===== src/rtl/icache_data_ram_ctrl.sv =====
// Data SRAM sequencer for the L1.5 instruction cache: merges line refill writes
// and single-word fetch reads onto one single-port SRAM, with a skid-held read response.
module icache_data_ram_ctrl #(
    parameter int DATA_WIDTH     = 64,
    parameter int ADDR_WIDTH     = 7,
    parameter int BEATS_PER_LINE = 4,
    parameter int BE_WIDTH       = DATA_WIDTH / 8,
    parameter int CNT_W          = $clog2(BEATS_PER_LINE),
    parameter int LINE_W         = ADDR_WIDTH - CNT_W
) (
    input  logic                  clk,
    input  logic                  rst_n,
    input  logic                  refill_valid_i,
    output logic                  refill_ready_o,
    input  logic [LINE_W-1:0]     refill_line_i,
    input  logic [DATA_WIDTH-1:0] refill_data_i,
    output logic                  refill_done_o,
    input  logic                  fetch_req_i,
    output logic                  fetch_gnt_o,
    input  logic [ADDR_WIDTH-1:0] fetch_addr_i,
    output logic                  fetch_rvalid_o,
    input  logic                  fetch_rready_i,
    output logic [DATA_WIDTH-1:0] fetch_rdata_o,
    output logic                  mem_req_o,
    output logic                  mem_we_o,
    output logic [ADDR_WIDTH-1:0] mem_addr_o,
    output logic [DATA_WIDTH-1:0] mem_wdata_o,
    output logic [BE_WIDTH-1:0]   mem_be_o,
    input  logic [DATA_WIDTH-1:0] mem_rdata_i
);

    typedef enum logic {IDLE, REFILL} state_t;

    state_t                r_state, w_nextState;
    logic [CNT_W-1:0]      r_beatCnt, w_nextBeatCnt;
    logic [LINE_W-1:0]     r_line, w_nextLine;
    logic                  r_active;
    logic                  r_respPend;
    logic                  r_holdVld;
    logic [DATA_WIDTH-1:0] r_holdQ;
    logic                  r_done;
    logic [ADDR_WIDTH-1:0] r_lastAddr;
    logic [DATA_WIDTH-1:0] r_lastWdata;
    logic                  r_lastWe;

    logic                  w_write;
    logic                  w_lastBeat;
    logic                  w_gnt;
    logic                  w_rvalid;
    logic [ADDR_WIDTH-1:0] w_writeAddr;

    // r_active keeps every request off while reset is asserted and for the release cycle
    always_ff @(posedge clk or negedge rst_n) begin
        if (!rst_n) begin
            r_state     <= IDLE;
            r_beatCnt   <= '0;
            r_line      <= '0;
            r_active    <= 1'b0;
            r_respPend  <= 1'b0;
            r_holdVld   <= 1'b0;
            r_holdQ     <= '0;
            r_done      <= 1'b0;
            r_lastAddr  <= '0;
            r_lastWdata <= '0;
            r_lastWe    <= 1'b0;
        end else begin
            r_state    <= w_nextState;
            r_beatCnt  <= w_nextBeatCnt;
            r_line     <= w_nextLine;
            r_active   <= 1'b1;
            r_respPend <= w_gnt;
            r_done     <= w_lastBeat;
            if (r_respPend && !fetch_rready_i) begin
                r_holdVld <= 1'b1;
                r_holdQ   <= mem_rdata_i;
            end else if (fetch_rready_i) begin
                r_holdVld <= 1'b0;
            end
            if (mem_req_o) begin
                r_lastAddr  <= mem_addr_o;
                r_lastWdata <= mem_wdata_o;
                r_lastWe    <= mem_we_o;
            end
        end
    end

    always_comb begin
        w_nextState   = r_state;
        w_nextBeatCnt = r_beatCnt;
        w_nextLine    = r_line;
        w_write       = 1'b0;
        w_lastBeat    = 1'b0;
        w_writeAddr   = r_lastAddr;
        case (r_state)
            IDLE: begin
                if (r_active && refill_valid_i) begin
                    w_write       = 1'b1;
                    w_writeAddr   = {refill_line_i, {CNT_W{1'b0}}};
                    w_nextLine    = refill_line_i;
                    w_nextBeatCnt = CNT_W'(1);
                    w_nextState   = REFILL;
                end
            end
            REFILL: begin
                if (refill_valid_i) begin
                    w_write     = 1'b1;
                    w_writeAddr = {r_line, r_beatCnt};
                    if (r_beatCnt == CNT_W'(BEATS_PER_LINE - 1)) begin
                        w_lastBeat    = 1'b1;
                        w_nextBeatCnt = '0;
                        w_nextState   = IDLE;
                    end else begin
                        w_nextBeatCnt = r_beatCnt + 1'b1;
                    end
                end
            end
            default: w_nextState = IDLE;
        endcase
    end

    // A grant needs a free response slot: either nothing pending or it is being taken now
    always_comb begin
        w_rvalid = r_respPend | r_holdVld;
        w_gnt    = r_active & fetch_req_i & (r_state == IDLE) & ~refill_valid_i
                   & (~w_rvalid | fetch_rready_i);
    end

    always_comb begin
        refill_ready_o = r_active;
        refill_done_o  = r_done;
        fetch_gnt_o    = w_gnt;
        fetch_rvalid_o = w_rvalid;
        fetch_rdata_o  = r_respPend ? mem_rdata_i : r_holdQ;
        mem_req_o      = w_write | w_gnt;
        mem_be_o       = '1;
        mem_we_o       = r_lastWe;
        mem_addr_o     = r_lastAddr;
        mem_wdata_o    = r_lastWdata;
        if (w_write) begin
            mem_we_o    = 1'b1;
            mem_addr_o  = w_writeAddr;
            mem_wdata_o = refill_data_i;
        end else if (w_gnt) begin
            mem_we_o   = 1'b0;
            mem_addr_o = fetch_addr_i;
        end
    end

endmodule


===== config.mk =====
export PLATFORM = sky130hd
export DESIGN_NAME = icache_data_ram_ctrl
export DESIGN_NICKNAME = d
export VERILOG_FILES = /design/src/rtl/icache_data_ram_ctrl.sv
export SDC_FILE = /design/constraint.sdc
export NUM_CORES = 1
export LEC_CHECK = 0
export CORE_ASPECT_RATIO = 1.4
export CORE_MARGIN = 4
export CORE_UTILIZATION = 40
export CTS_CLUSTER_SIZE = 30
export DETAILED_ROUTE_END_ITERATION = 16
export GPL_TIMING_DRIVEN = 1
export PLACE_DENSITY = 0.78
export SLEW_MARGIN = 20
export SYNTH_ARGS = -nofsm -noshare
export SYNTH_HDL_FRONTEND = slang
export SYNTH_SLANG_ARGS = --single-unit

===== constraint.sdc =====
create_clock -name clk -period 1.55 [get_ports clk]
set_clock_uncertainty 0.1 [all_clocks]
set_input_delay 0.31 -clock clk [delete_from_list [all_inputs] [get_ports clk]]
set_output_delay 0.31 -clock clk [all_outputs]
set_load 0.005 [all_outputs]

==> results.toml <==
[synth]
synth_area_leaders = "dfrtp_1, mux2_2, buf_4"
ys_ff_latch = 148
synth_edf_count = 0
netlist.area_leader.share = 0.5075
synth_common_cells = "mux2_2, dfrtp_1, buf_2"
ys_seq_area_frac = 0.5075
yosys.area.top_type = "dfrtp_1"
ys_warn_count = 0
syn_avg_cell_area_um2 = 14.34
netlist-cell-type-count = 29
netlist_area_um2 = 7298
synth_ff_type = "dfrtp_1"
synth_most_common_cell = "mux2_2"
async_flop_share = 1.000
syn_inst = 509

[timing]
setup_slack_ns = -0.9964
finalMaxSlewViolations = 0
max_freq_mhz = 392.7
finalHoldViolCount = 0
rsz0062_at_grt = "true"
fin_crit_sh = 1.643
post-route-min-period_ns = 2.546
final-setup-viol-count = 266

[outcome]
violations = "negative setup slack"
status = "finished, violations left"

[power_and_ir_drop]
power.leakage_nw = 5.972
ir_drop_mv = 0.6673
p_seq_frac = 0.328
pwr-share-comb = 0.458
power_density_nw_per_um2 = 1451
p_clk_frac = 0.214
intPower_mw = 13.16
switching_share = 0.2967
power_switching_mw = 5.552

[placement]
numPortBuffers = 285
place_inst = 1062
place_congestion = 0.8279
dpl_cell_area_um2 = 10780
dp_hpwl_mm = 15.48
dp_slack_ns = -1.060

[layout]
n_fill_cell = 1123
antenna_cells = 0
syn2layout_area_growth_pct = 76.74
layoutNonFillerInstCount = 1167
finalNetCount = 1060
drive_above_1_share = 0.5976
final_area_um2 = 12900

[critical_path]
path_buf_inv = 3
cp_max_fo = 12
worstPathArrival_ns = 2.14
criticalPathCategory = "flop to output pin"
path_delay_family = "buffers and inverters"
critPathSlowestCell = "clkdlybuf4s50_1"
endpoint_kind = "output pin"
cpPeakStageDelay_ns = 0.45
cp-start-kind = "flop"
required_ns = 1.14
crit_chain = "o21ai_4 > buf_12 > buf_6 > mux2_2 > clkdlybuf4s50_1"

[cts]
cts_root_buf = "clkbuf_16"
h-tree-depth = 4
cts_buffers = 17
clkLatencyLatePin_ns = 0.42
cts_sinks = 148
clk_path_buf_depth = 2
clk_pin_slew_worst_paths_ns = 0.07
cts_tree = "yes"

[grt]
grt_pass1_vias = 6834
antenna_found_initial = 0
grt_max_degree = 46
grt_pass1_wl_mm = 37.70
track_usage = 0.2392
grt.overflow.total = 0

[run]
drv_cap = 0

[route]
drt_first_pass_iters = 5
vias_per_cell = 5.209
drc = 0
antenna_left = 0
wire_per_inst_um = 22.60
drt_iter0_drc = 245
via_count = 6079
wirelength_mm = 26.38

[min_path]
hold_path.class = "input pin to async pin"

[floorplanning]
initial_utilization = 0.4072
die_h_um = 167.8
dieWidth_um = 122.2
coreArea_um2 = 17920
design.die.area_um2 = 20500
ios = 294
rows = 58
[state kept, by name, indices dropped and copies added (netlist names)]
signal,count
r_holdQ,64
r_lastWdata,64
r_lastAddr,7
r_line,5
r_beatCnt,2
r_holdVld,1
r_lastWe,1
r_respPend,1
r_state,1
refill_done_o,1
refill_ready_o,1
[stage by stage]
stage	setup TNS (ns)	power (mW)	hold slack, ns	util
2_1_floorplan	-7.629	9.119	-0.08559	-
3_3_place_gp	-159.20	12.98	0.1211	0.6016
3_5_place_dp	-164.69	13.22	0.1254	0.6016
4_1_cts	-134.81	17.56	0.2454	0.7025
5_1_grt	-135.91	19.55	0.2709	0.7196
6_report	-122.10	18.71	0.2658	0.7196
[worst register-to-register path, delay by kind of cell (launching register included)]
family	cells	cell delay, ns
buffers and inverters	7	0.84
DFF	1	0.44
and+or+nand+nor	2	0.35
AOI/OAI and AO/OA	1	0.12
[cells by family (layout without fill, tap and decap cells)]
family	count (synthesis)	after routing	share of synthesized area
and+or+nand+nor	25	25	0.01766
adders and majority gates	1	1	0.001714
muxes	261	261	0.4027
AOI/OAI and AO/OA	27	27	0.03035
buffers and inverters	46	456	0.03960
other	1	9	0.0005138
DFF	148	148	0.5075
[what timing repair did]
action | in CTS | in global routing
resized for setup | 507 | 193
gates cloned | 21 | 1
pin swaps | 7 | 2
hold endpoints to repair | 27 | 0
endpoints found under the setup margin | 283 | 268
setup buffers | 54 | 22
hold buffers | 1 | 0
[cell usage in the layout (no fill, tap or decap), types with 2 or more instances in the layout]
| cell | n |
|---|---|
| nand3_2 | 2 |
| nand3_4 | 2 |
| nand2_8 | 2 |
| inv_6 | 4 |
| buf_16 | 11 |
| o221ai_1 | 5 |
| clkdlybuf4s50_1 | 155 |
| clkdlybuf4s15_1 | 4 |
| o221ai_2 | 5 |
| buf_6 | 79 |
| conb_1 | 9 |
| a22oi_1 | 2 |
| dlymetal6s2s_1 | 16 |
| buf_4 | 65 |
| nand2_1 | 7 |
| dlygate4sd2_1 | 5 |
| clkinv_4 | 3 |
| clkbuf_16 | 18 |
| buf_12 | 16 |
| dfrtp_2 | 2 |
| mux2_2 | 145 |
| mux2_4 | 116 |
| dfrtp_1 | 146 |
| clkinvlp_4 | 5 |
| inv_1 | 3 |
| clkbuf_2 | 24 |
| a22oi_2 | 3 |
| nand3_1 | 5 |
| a21oi_1 | 3 |
| o211ai_1 | 4 |
| buf_2 | 24 |
| buf_8 | 17 |
[cell type report]
type / instances / area, um^2 / area share
repair buffers: 418 / 4367 / 0.3385
multi-input cells: 323 / 3918 / 0.3037
flip-flops and latches: 148 / 3706 / 0.2873
clock buffers: 19 / 442.9 / 0.03434
well taps: 240 / 300.3 / 0.02328
clock inverters: 13 / 125.1 / 0.009700
inverters: 5 / 31.28 / 0.002425
repair inverters: 1 / 8.758 / 0.0006790
[power groups by stage]
| stage | clock, mW | sequential, mW | combinational, mW |
|---|---|---|---|
| after floorplan | 0 | 5.75 | 3.37 |
| after global placement | 0 | 5.88 | 7.10 |
| after detailed placement | 0 | 5.98 | 7.23 |
| after CTS | 4.05 | 5.95 | 7.57 |
| after global routing | 4.26 | 6.25 | 9.04 |
| final | 4.01 | 6.14 | 8.57 |
[per-layer routing]
metal	share of wire	up-vias	track usage
met3	0.088	79	0.06956
met2	0.51	312	0.4172
met1	0.36	3027	0.2642
met4	0.047	0	0.1155
met5	0	-	0
li1	-	2661	-
[final timing paths]
path | start | endpoint | slack, ns | depth (start not counted)
worst max-delay path | r_state$_DFF_PN0_ | mem_wdata_o[12] | -1.0 | 5
worst min register to register | r_lastWdata[26]$_DFFE_PN0P_ | r_lastWdata[26]$_DFFE_PN0P_ | 0.40 | 1
worst max register to register | r_state$_DFF_PN0_ | r_lastAddr[5]$_DFFE_PN0P_ | -0.44 | 10
min in group clk | r_lastWdata[26]$_DFFE_PN0P_ | r_lastWdata[26]$_DFFE_PN0P_ | 0.40 | 1
worst min-delay path | rst_n | r_holdQ[30]$_DFFE_PN0P_ | 0.27 | 2
max in group asynchronous | rst_n | r_holdQ[54]$_DFFE_PN0P_ | 0.49 | 3
Note: power is estimated with default switching activity, not from simulation.
